$ cat config.mk
export PLATFORM = sky130hd
export DESIGN_NAME = full_add_flat
export DESIGN_NICKNAME = d
export VERILOG_FILES = /design/src/rtl/full_add_pkg.sv /design/src/rtl/full_add_if.sv /design/src/rtl/full_add_fa_cell.sv /design/src/rtl/full_add.sv /design/src/flat_wrapper.sv
export SDC_FILE = /design/constraint.sdc
export NUM_CORES = 1
export LEC_CHECK = 0
export ABC_CLOCK_PERIOD_IN_PS = 910
export CORE_AREA = 4 4 41 43
export CTS_CLUSTER_DIAMETER = 100
export DETAILED_ROUTE_END_ITERATION = 12
export DIE_AREA = 0 0 45 47
export GPL_TIMING_DRIVEN = 0
export SLEW_MARGIN = 20
export SYNTH_ARGS = -nofsm -noshare
export SYNTH_HDL_FRONTEND = slang
export SYNTH_SLANG_ARGS = --single-unit
$ cat constraint.sdc
create_clock -name clk -period 0.91 [get_ports clk]
set_clock_uncertainty 0.05 [all_clocks]
set_input_delay 0.182 -clock clk [delete_from_list [all_inputs] [get_ports clk]]
set_output_delay 0.182 -clock clk [all_outputs]
set_load 0.05 [all_outputs]
$ cat src/rtl/full_add_pkg.sv
// rtl/full_add_pkg.sv - shared widths and a reference sum helper for the registered full adder
package full_add_pkg;

    localparam int FULL_ADD_DEFAULT_WIDTH = 1;
    localparam int FULL_ADD_MAX_WIDTH     = 64;

    // Returns {cout, sum} for operands masked to 'width' bits; nothing above bit 'width' is kept.
    function automatic logic [FULL_ADD_MAX_WIDTH:0] full_add_ref(
        input logic [FULL_ADD_MAX_WIDTH-1:0] a,
        input logic [FULL_ADD_MAX_WIDTH-1:0] b,
        input logic                          cin,
        input int                            width
    );
        logic [FULL_ADD_MAX_WIDTH:0] mask;
        logic [FULL_ADD_MAX_WIDTH:0] total;
        mask  = ({{FULL_ADD_MAX_WIDTH{1'b0}}, 1'b1} << width) - 1'b1;
        total = ({1'b0, a} & mask) + ({1'b0, b} & mask)
              + {{FULL_ADD_MAX_WIDTH{1'b0}}, cin};
        return total & ((mask << 1) | 1'b1);
    endfunction

endpackage

$ cat src/rtl/full_add_if.sv
// rtl/full_add_if.sv - operand/result bundle for full_add; ovf exists only with FULL_ADD_OVF_EN
interface full_add_if
    import full_add_pkg::*;
#(
    parameter int WIDTH = FULL_ADD_DEFAULT_WIDTH
) ();

    logic             in_valid;
    logic [WIDTH-1:0] a;
    logic [WIDTH-1:0] b;
    logic             cin;
    logic             out_valid;
    logic [WIDTH-1:0] sum;
    logic             cout;
`ifdef FULL_ADD_OVF_EN
    logic             ovf;
`endif

    modport master (
        output in_valid, a, b, cin,
`ifdef FULL_ADD_OVF_EN
        input  ovf,
`endif
        input  out_valid, sum, cout
    );

    modport slave (
        input  in_valid, a, b, cin,
`ifdef FULL_ADD_OVF_EN
        output ovf,
`endif
        output out_valid, sum, cout
    );

endinterface

$ cat src/rtl/full_add_fa_cell.sv
// rtl/full_add_fa_cell.sv - combinational 1-bit full adder cell
module fa_cell (
    input  logic a,
    input  logic b,
    input  logic cin,
    output logic s,
    output logic co
);

    logic p;

    assign p  = a ^ b;
    assign s  = p ^ cin;
    assign co = (a & b) | (cin & p);

endmodule

$ cat src/rtl/full_add.sv
// rtl/full_add.sv - registered ripple-carry adder built from fa_cell; FULL_ADD_OVF_EN adds a registered signed-overflow flag
module full_add
    import full_add_pkg::*;
#(
    parameter int WIDTH = FULL_ADD_DEFAULT_WIDTH
) (
    input  logic       clk,
    input  logic       rst,
    full_add_if.slave  bus
);

    if (WIDTH < 1 || WIDTH > FULL_ADD_MAX_WIDTH) begin : g_width_check
        $error("full_add: WIDTH out of range");
    end

    logic [WIDTH:0]   carry;
    logic [WIDTH-1:0] sum_comb;
    logic             out_valid_q;
    logic [WIDTH-1:0] sum_q;
    logic             cout_q;

    assign carry[0] = bus.cin;

    for (genvar i = 0; i < WIDTH; i++) begin : g_cell
        fa_cell u_cell (
            .a   (bus.a[i]),
            .b   (bus.b[i]),
            .cin (carry[i]),
            .s   (sum_comb[i]),
            .co  (carry[i+1])
        );
    end

    // Result registers only load on a valid input so they hold across idle cycles.
    always_ff @(posedge clk) begin
        if (rst) begin
            out_valid_q <= 1'b0;
            sum_q       <= '0;
            cout_q      <= 1'b0;
        end else begin
            out_valid_q <= bus.in_valid;
            if (bus.in_valid) begin
                sum_q  <= sum_comb;
                cout_q <= carry[WIDTH];
            end
        end
    end

    assign bus.out_valid = out_valid_q;
    assign bus.sum       = sum_q;
    assign bus.cout      = cout_q;

`ifdef FULL_ADD_OVF_EN
    logic ovf_q;

    // Carry into and out of the sign bit differ exactly on two's-complement overflow.
    always_ff @(posedge clk) begin
        if (rst) begin
            ovf_q <= 1'b0;
        end else if (bus.in_valid) begin
            ovf_q <= carry[WIDTH] ^ carry[WIDTH-1];
        end
    end

    assign bus.ovf = ovf_q;
`endif

endmodule

$ cat src/flat_wrapper.sv
// flat-port wrapper written by rule: the top's interface ports become plain ports
module full_add_flat import full_add_pkg::*;
#(
    parameter int WIDTH = FULL_ADD_DEFAULT_WIDTH
)
  (clk, rst, bus_in_valid, bus_a, bus_b, bus_cin, bus_out_valid, bus_sum, bus_cout);
  full_add_if #(.WIDTH(WIDTH)) bus_i ();
  input  logic clk;
  input  logic rst;
  input wire logic [$bits(bus_i.in_valid)-1:0] bus_in_valid;
  input wire logic [$bits(bus_i.a)-1:0] bus_a;
  input wire logic [$bits(bus_i.b)-1:0] bus_b;
  input wire logic [$bits(bus_i.cin)-1:0] bus_cin;
  output wire logic [$bits(bus_i.out_valid)-1:0] bus_out_valid;
  output wire logic [$bits(bus_i.sum)-1:0] bus_sum;
  output wire logic [$bits(bus_i.cout)-1:0] bus_cout;
  assign bus_i.in_valid = bus_in_valid;
  assign bus_i.a = bus_a;
  assign bus_i.b = bus_b;
  assign bus_i.cin = bus_cin;
  assign bus_out_valid = bus_i.out_valid;
  assign bus_sum = bus_i.sum;
  assign bus_cout = bus_i.cout;
  full_add #(.WIDTH(WIDTH)) u_core (.clk(clk), .rst(rst), .bus(bus_i));
endmodule
Yosys cells after proc, flatten, opt, wreduce, memory -nomap -nowiden
Cells that the tools add are included.

Bits of input ports: 6. Bits in registers: 3. Output and inout bits: 3. Word-level logic and storage cells: 8.

Bitwise logic cells: 5.

Operators with widths (count): $and 1x1->1 (2); $xor 1x1->1 (2); $or 1x1->1 (1).

Longest topological paths before layout
Gate-level depths: netlist (run 1).

Word-level depth: 3. Mapped depth: 3. Depth with buffers taken out: 3.

Hierarchy
A second synthesis (run 1) with hierarchy kept.

Cell total of the unflattened synthesis: 9. Area total of the unflattened synthesis: 113.9 um^2.

Modules (own cells, without submodules): full_add (area an instance 93.8 um^2, seq. area each 60.1 um^2, cells each 8, instances 1); fa_cell (area an instance 20.0 um^2, seq. area each 0.0 um^2, cells each 1, instances 1).

Least setup slack after synthesis (run 1)
Ideal clock, no wire load.

Path type: input port to flip-flop. Start point: in bus_cin. End point: reg u_core.sum_q (netlist: u_core.bus.sum). Data arrival time: 805 ps. Stages on the path: 3. Setup slack: -61 ps. Data required time: 744 ps. Setup time: 116 ps. Buffers on the path: 0. Cell sequence: fa_1 > mux2i_1 > nor2_1.

Longest elaborated chain between the ends: 1.

Ends and longest elaborated chain: start, declared (RTL line flat_wrapper.sv:13) `input wire logic [$bits(bus_i.cin)-1:0] bus_cin;`; $xor 1x1->1 (RTL line full_add_fa_cell.sv:13) `assign s = p ^ cin;`; end signal, assigned (RTL line full_add.sv:43) `sum_q <= sum_comb;`; end, declared (RTL line full_add.sv:19) `logic [WIDTH-1:0] sum_q;`.

No other way between the ends. A chain may end at the register's enable or synchronous reset.

Final worst setup path (run 1)
Start point: reg u_core.cout_q (netlist: u_core.bus.cout). End point: out bus_cout.

RTL lines: start, declared (RTL line full_add.sv:20) `logic cout_q;`; start signal, assigned (RTL line full_add.sv:44) `cout_q <= carry[WIDTH];`; end, declared (RTL line flat_wrapper.sv:16) `output wire logic [$bits(bus_i.cout)-1:0] bus_cout;`.

No word-level cell between the ends.

==> out/results.md, run 1 <==
## Floorplan
* 47 microns — Die Span Y
* 13 — Std-Cell Rows
* 45 microns — horizontal die dimension
* 0.00212 sq mm — overall die area
* 0.00130 sq mm — Floorplan Core Area
* 9 — I/O pin cnt
* 0.0875 — initial core utilization

## Synthesis
* 9 — post-synthesis instance total
* adder cells — combinational family with the most area after synthesis
* 0 — number of warnings issued by yosys
* 3 — Synth Register Bits
* 0.176 — multiplexer fraction of the synthesized cell area
* 12.7 sq um — post-synthesis average cell area
* 0.176 — area share of fa/ha/maj cells after synthesis
* dfxtp_1 — biggest area consumer among synthesized cells
* 0 — xor/xnor cell area share of the yosys netlist
* 114 sq um — Post-Syn Area
* 0.527 — fraction of synthesized cell area taken by the top area cell type
* 0 — share of the synthesized area in compound gates (AO/OA/AOI/OAI)
* 0.527 — Seq/Total Area, Yosys
* dfxtp_1 53%, fa_1 18%, mux2i_1 18% — most area-consuming cells after synthesis
* 0.121 — Simple-Gate Fraction of Synth Area
* 16 — Synthesized Nets
* 5 — Netlist cell types

## Global routing
* 0 — residual overflow from global routing
* 4 — largest net degree at the start of global routing
* 0 — number of antenna violations at the first check in global routing
* 441 microns — wire length of the first global-routing pass
* 115 — via count of the first global-routing pass
* 0.0372 — global routing usage summed across all routing layers

## Route
* 0 — number of nets with antenna violations after detailed routing
* 103 — count of vias placed by the detailed router
* 0 — post-detailed-route DRC marker count
* 305 microns — final WL
* 1 — number of search-and-repair iterations in the first detailed-routing pass
* 2.86 — Vias/cell
* 8.47 microns — wire length per cell after detailed routing
* 0 — DRC marker count from the first detailed-route iteration

## Worst setup path
* 0.33 ns — worst stage delay on the critical path
* 1 — Crit. path cell count
* output pin — kind of end point of the critical path
* bus_cout — end point of the critical path
* u_core.bus.cout$_SDFFE_PP0P_ — crit path launch
* 1 — number of buffers and inverters on the critical path
* 0.68 ns — required time of the critical path
* flip-flops — critical path's top delay family
* 2 — Register-to-Register Path Depth
* 0.71 ns — endpoint arrival time on the critical path
* u_core.bus.cout$_SDFFE_PP0P_ — reg-to-reg critical path endpoint
* buf_8 — crit path cell chain
* u_core.bus.cout$_SDFFE_PP0P_ — critical register-to-register path startpoint
* 0.26 ns — Register-to-Register Setup Slack
* reg2out — Setup Crit Path Kind
* register — launching element type of the critical path
* 2 — Max FO, Critical Path
* dfxtp_2 — highest-delay cell along the critical path

## Clock network
* 2 — Max Root-Sink Buffers
* clkbuf_4 — clock root buffer
* built — clock tree from TritonCTS
* 0.23 ns — source-to-sink clock delay at the later pin of the worst-skew pair
* 0 — setup repair bufs after CTS
* 0 — cts hold-fix bufs
* 0.04 ns — clock transition at the registers of the reported paths
* 3 — cts bufs inserted
* 3 — number of clock sinks seen by CTS
* 1 — H-tree depth

## Power
* 1920 mW/mm^2 — cell area power density
* 0.363 mV — Peak supply drop
* 0.118 nW — Leak
* 483 uW — total design power

## Placement
* 32 — Cell Count Post-Placement
* -0.550 ns — post-place setup slack
* 214 sq um — Post-Place Cell Area
* 0.521 — global placer's final weighted congestion
* 8 — number of I/O port buffers

## STA
* -0.0304 ns — post-route setup slack
* 1060 MHz — highest attainable clock frequency
* 0.940 ns — post-route minimum period
* 1.03 — Final period util
* 0.237 ns — smallest hold slack
* 0.116 ns — Worst Max-Slew Pin Slew
* 3 — number of setup violations in the final report
* 0 — final slew viol count
* 0 — number of hold violations in the final report
* yes — unrepaired setup endpoints after global routing
* 0.920 — normalized max-slew margin

## Final layout
* 121% — layout overhead on the synthesized area
* 0 — number of diodes added for antenna fixing
* 3 x clkbuf_4, 3 x buf_8, 3 x dfxtp_2 — most frequent cells in the layout
* 29 — final net count
* 0.571 — share of final-layout standard cells stronger than drive strength 1
* 251 sq um — area of all placed cells without fillers
* 36 — filler-free cell count of the finished design

## Run
* 0 — Max Cap Violations

## Hold path
* in2reg — worst hold path type

## Outcome
* negative setup slack — failing checks
* finished, violations left — result of the run

## kinds of logic after synthesis
group / count (synthesis)
adders and majority gates: 1
DFF: 3
muxes: 2
and+or+nand+nor: 3
## how the worst min path moves through the flow
stage | endpoint | slack, ns | cells past startpoint | from
6_report | u_core.bus.out_valid$_SDFF_PP0_ | 0.24 | 2 | bus_in_valid
5_1_grt | u_core.bus.out_valid$_SDFF_PP0_ | 0.26 | 2 | bus_in_valid
4_1_cts | u_core.bus.sum$_SDFFE_PP0P_ | 0.32 | 4 | bus_b
3_5_place_dp | u_core.bus.cout$_SDFFE_PP0P_ | 0.43 | 2 | u_core.bus.cout$_SDFFE_PP0P_
3_3_place_gp | u_core.bus.cout$_SDFFE_PP0P_ | 0.43 | 2 | u_core.bus.cout$_SDFFE_PP0P_
2_1_floorplan | u_core.bus.cout$_SDFFE_PP0P_ | 0.20 | 1 | rst
## synth_stat cells, drive strengths merged
master  n
dfxtp   3
mux2i   2
nor2    2
fa      1
nor2b   1
## through the flow
stage | setup TNS, ns | util
floorplan | -0.0613 | -
detailed placement | -2.38 | 0.164
global placement | -2.35 | 0.164
finish | -0.0670 | 0.193
CTS | -0.111 | 0.187
global route | -0.131 | 0.193
## power breakdown
group	switching (mW)	internal [mW]
Clock	0.0648	0.164
Sequential	0.00767	0.144
Combinational	0.0520	0.0502
Total	0.124	0.358
## metal layers
metal | share of wire | global-route usage | vias up
met5 | 0 | 0 | -
met4 | 0 | 0.0526 | 0
met3 | 0.20 | 0.0383 | 0
met2 | 0.35 | 0.0311 | 8
met1 | 0.45 | 0.0388 | 43
li1 | - | - | 52
## sequential cells by signal (all words and copies together), names as in the netlist
register,cells
u_core.bus.sum,1
u_core.bus.cout,1
u_core.bus.out_valid,1
## layout make-up
class / instances / area [sq um]
fillers: 161 / 1050
repair buffers: 8 / 88.8
multi-input cells: 6 / 53.8
well taps: 15 / 18.8
clock buffers: 4 / 26.3
flip-flops and latches: 3 / 63.8
## repair_timing
item / 4_1_cts / 5_1_grt
endpoints found under the setup margin: 5 / 5
gates cloned: 0 / 0
pin swaps: 2 / 2
gates resized for setup: 38 / 2
Power figures use the tool's default switching activity.
==> inputs of run 2 (changes only) <==
Settings changed: GPL_ROUTABILITY_DRIVEN set to 0.
==> results of run 2 <==
Same layout as run 1: the final DEF is identical, and so are final timing and power.
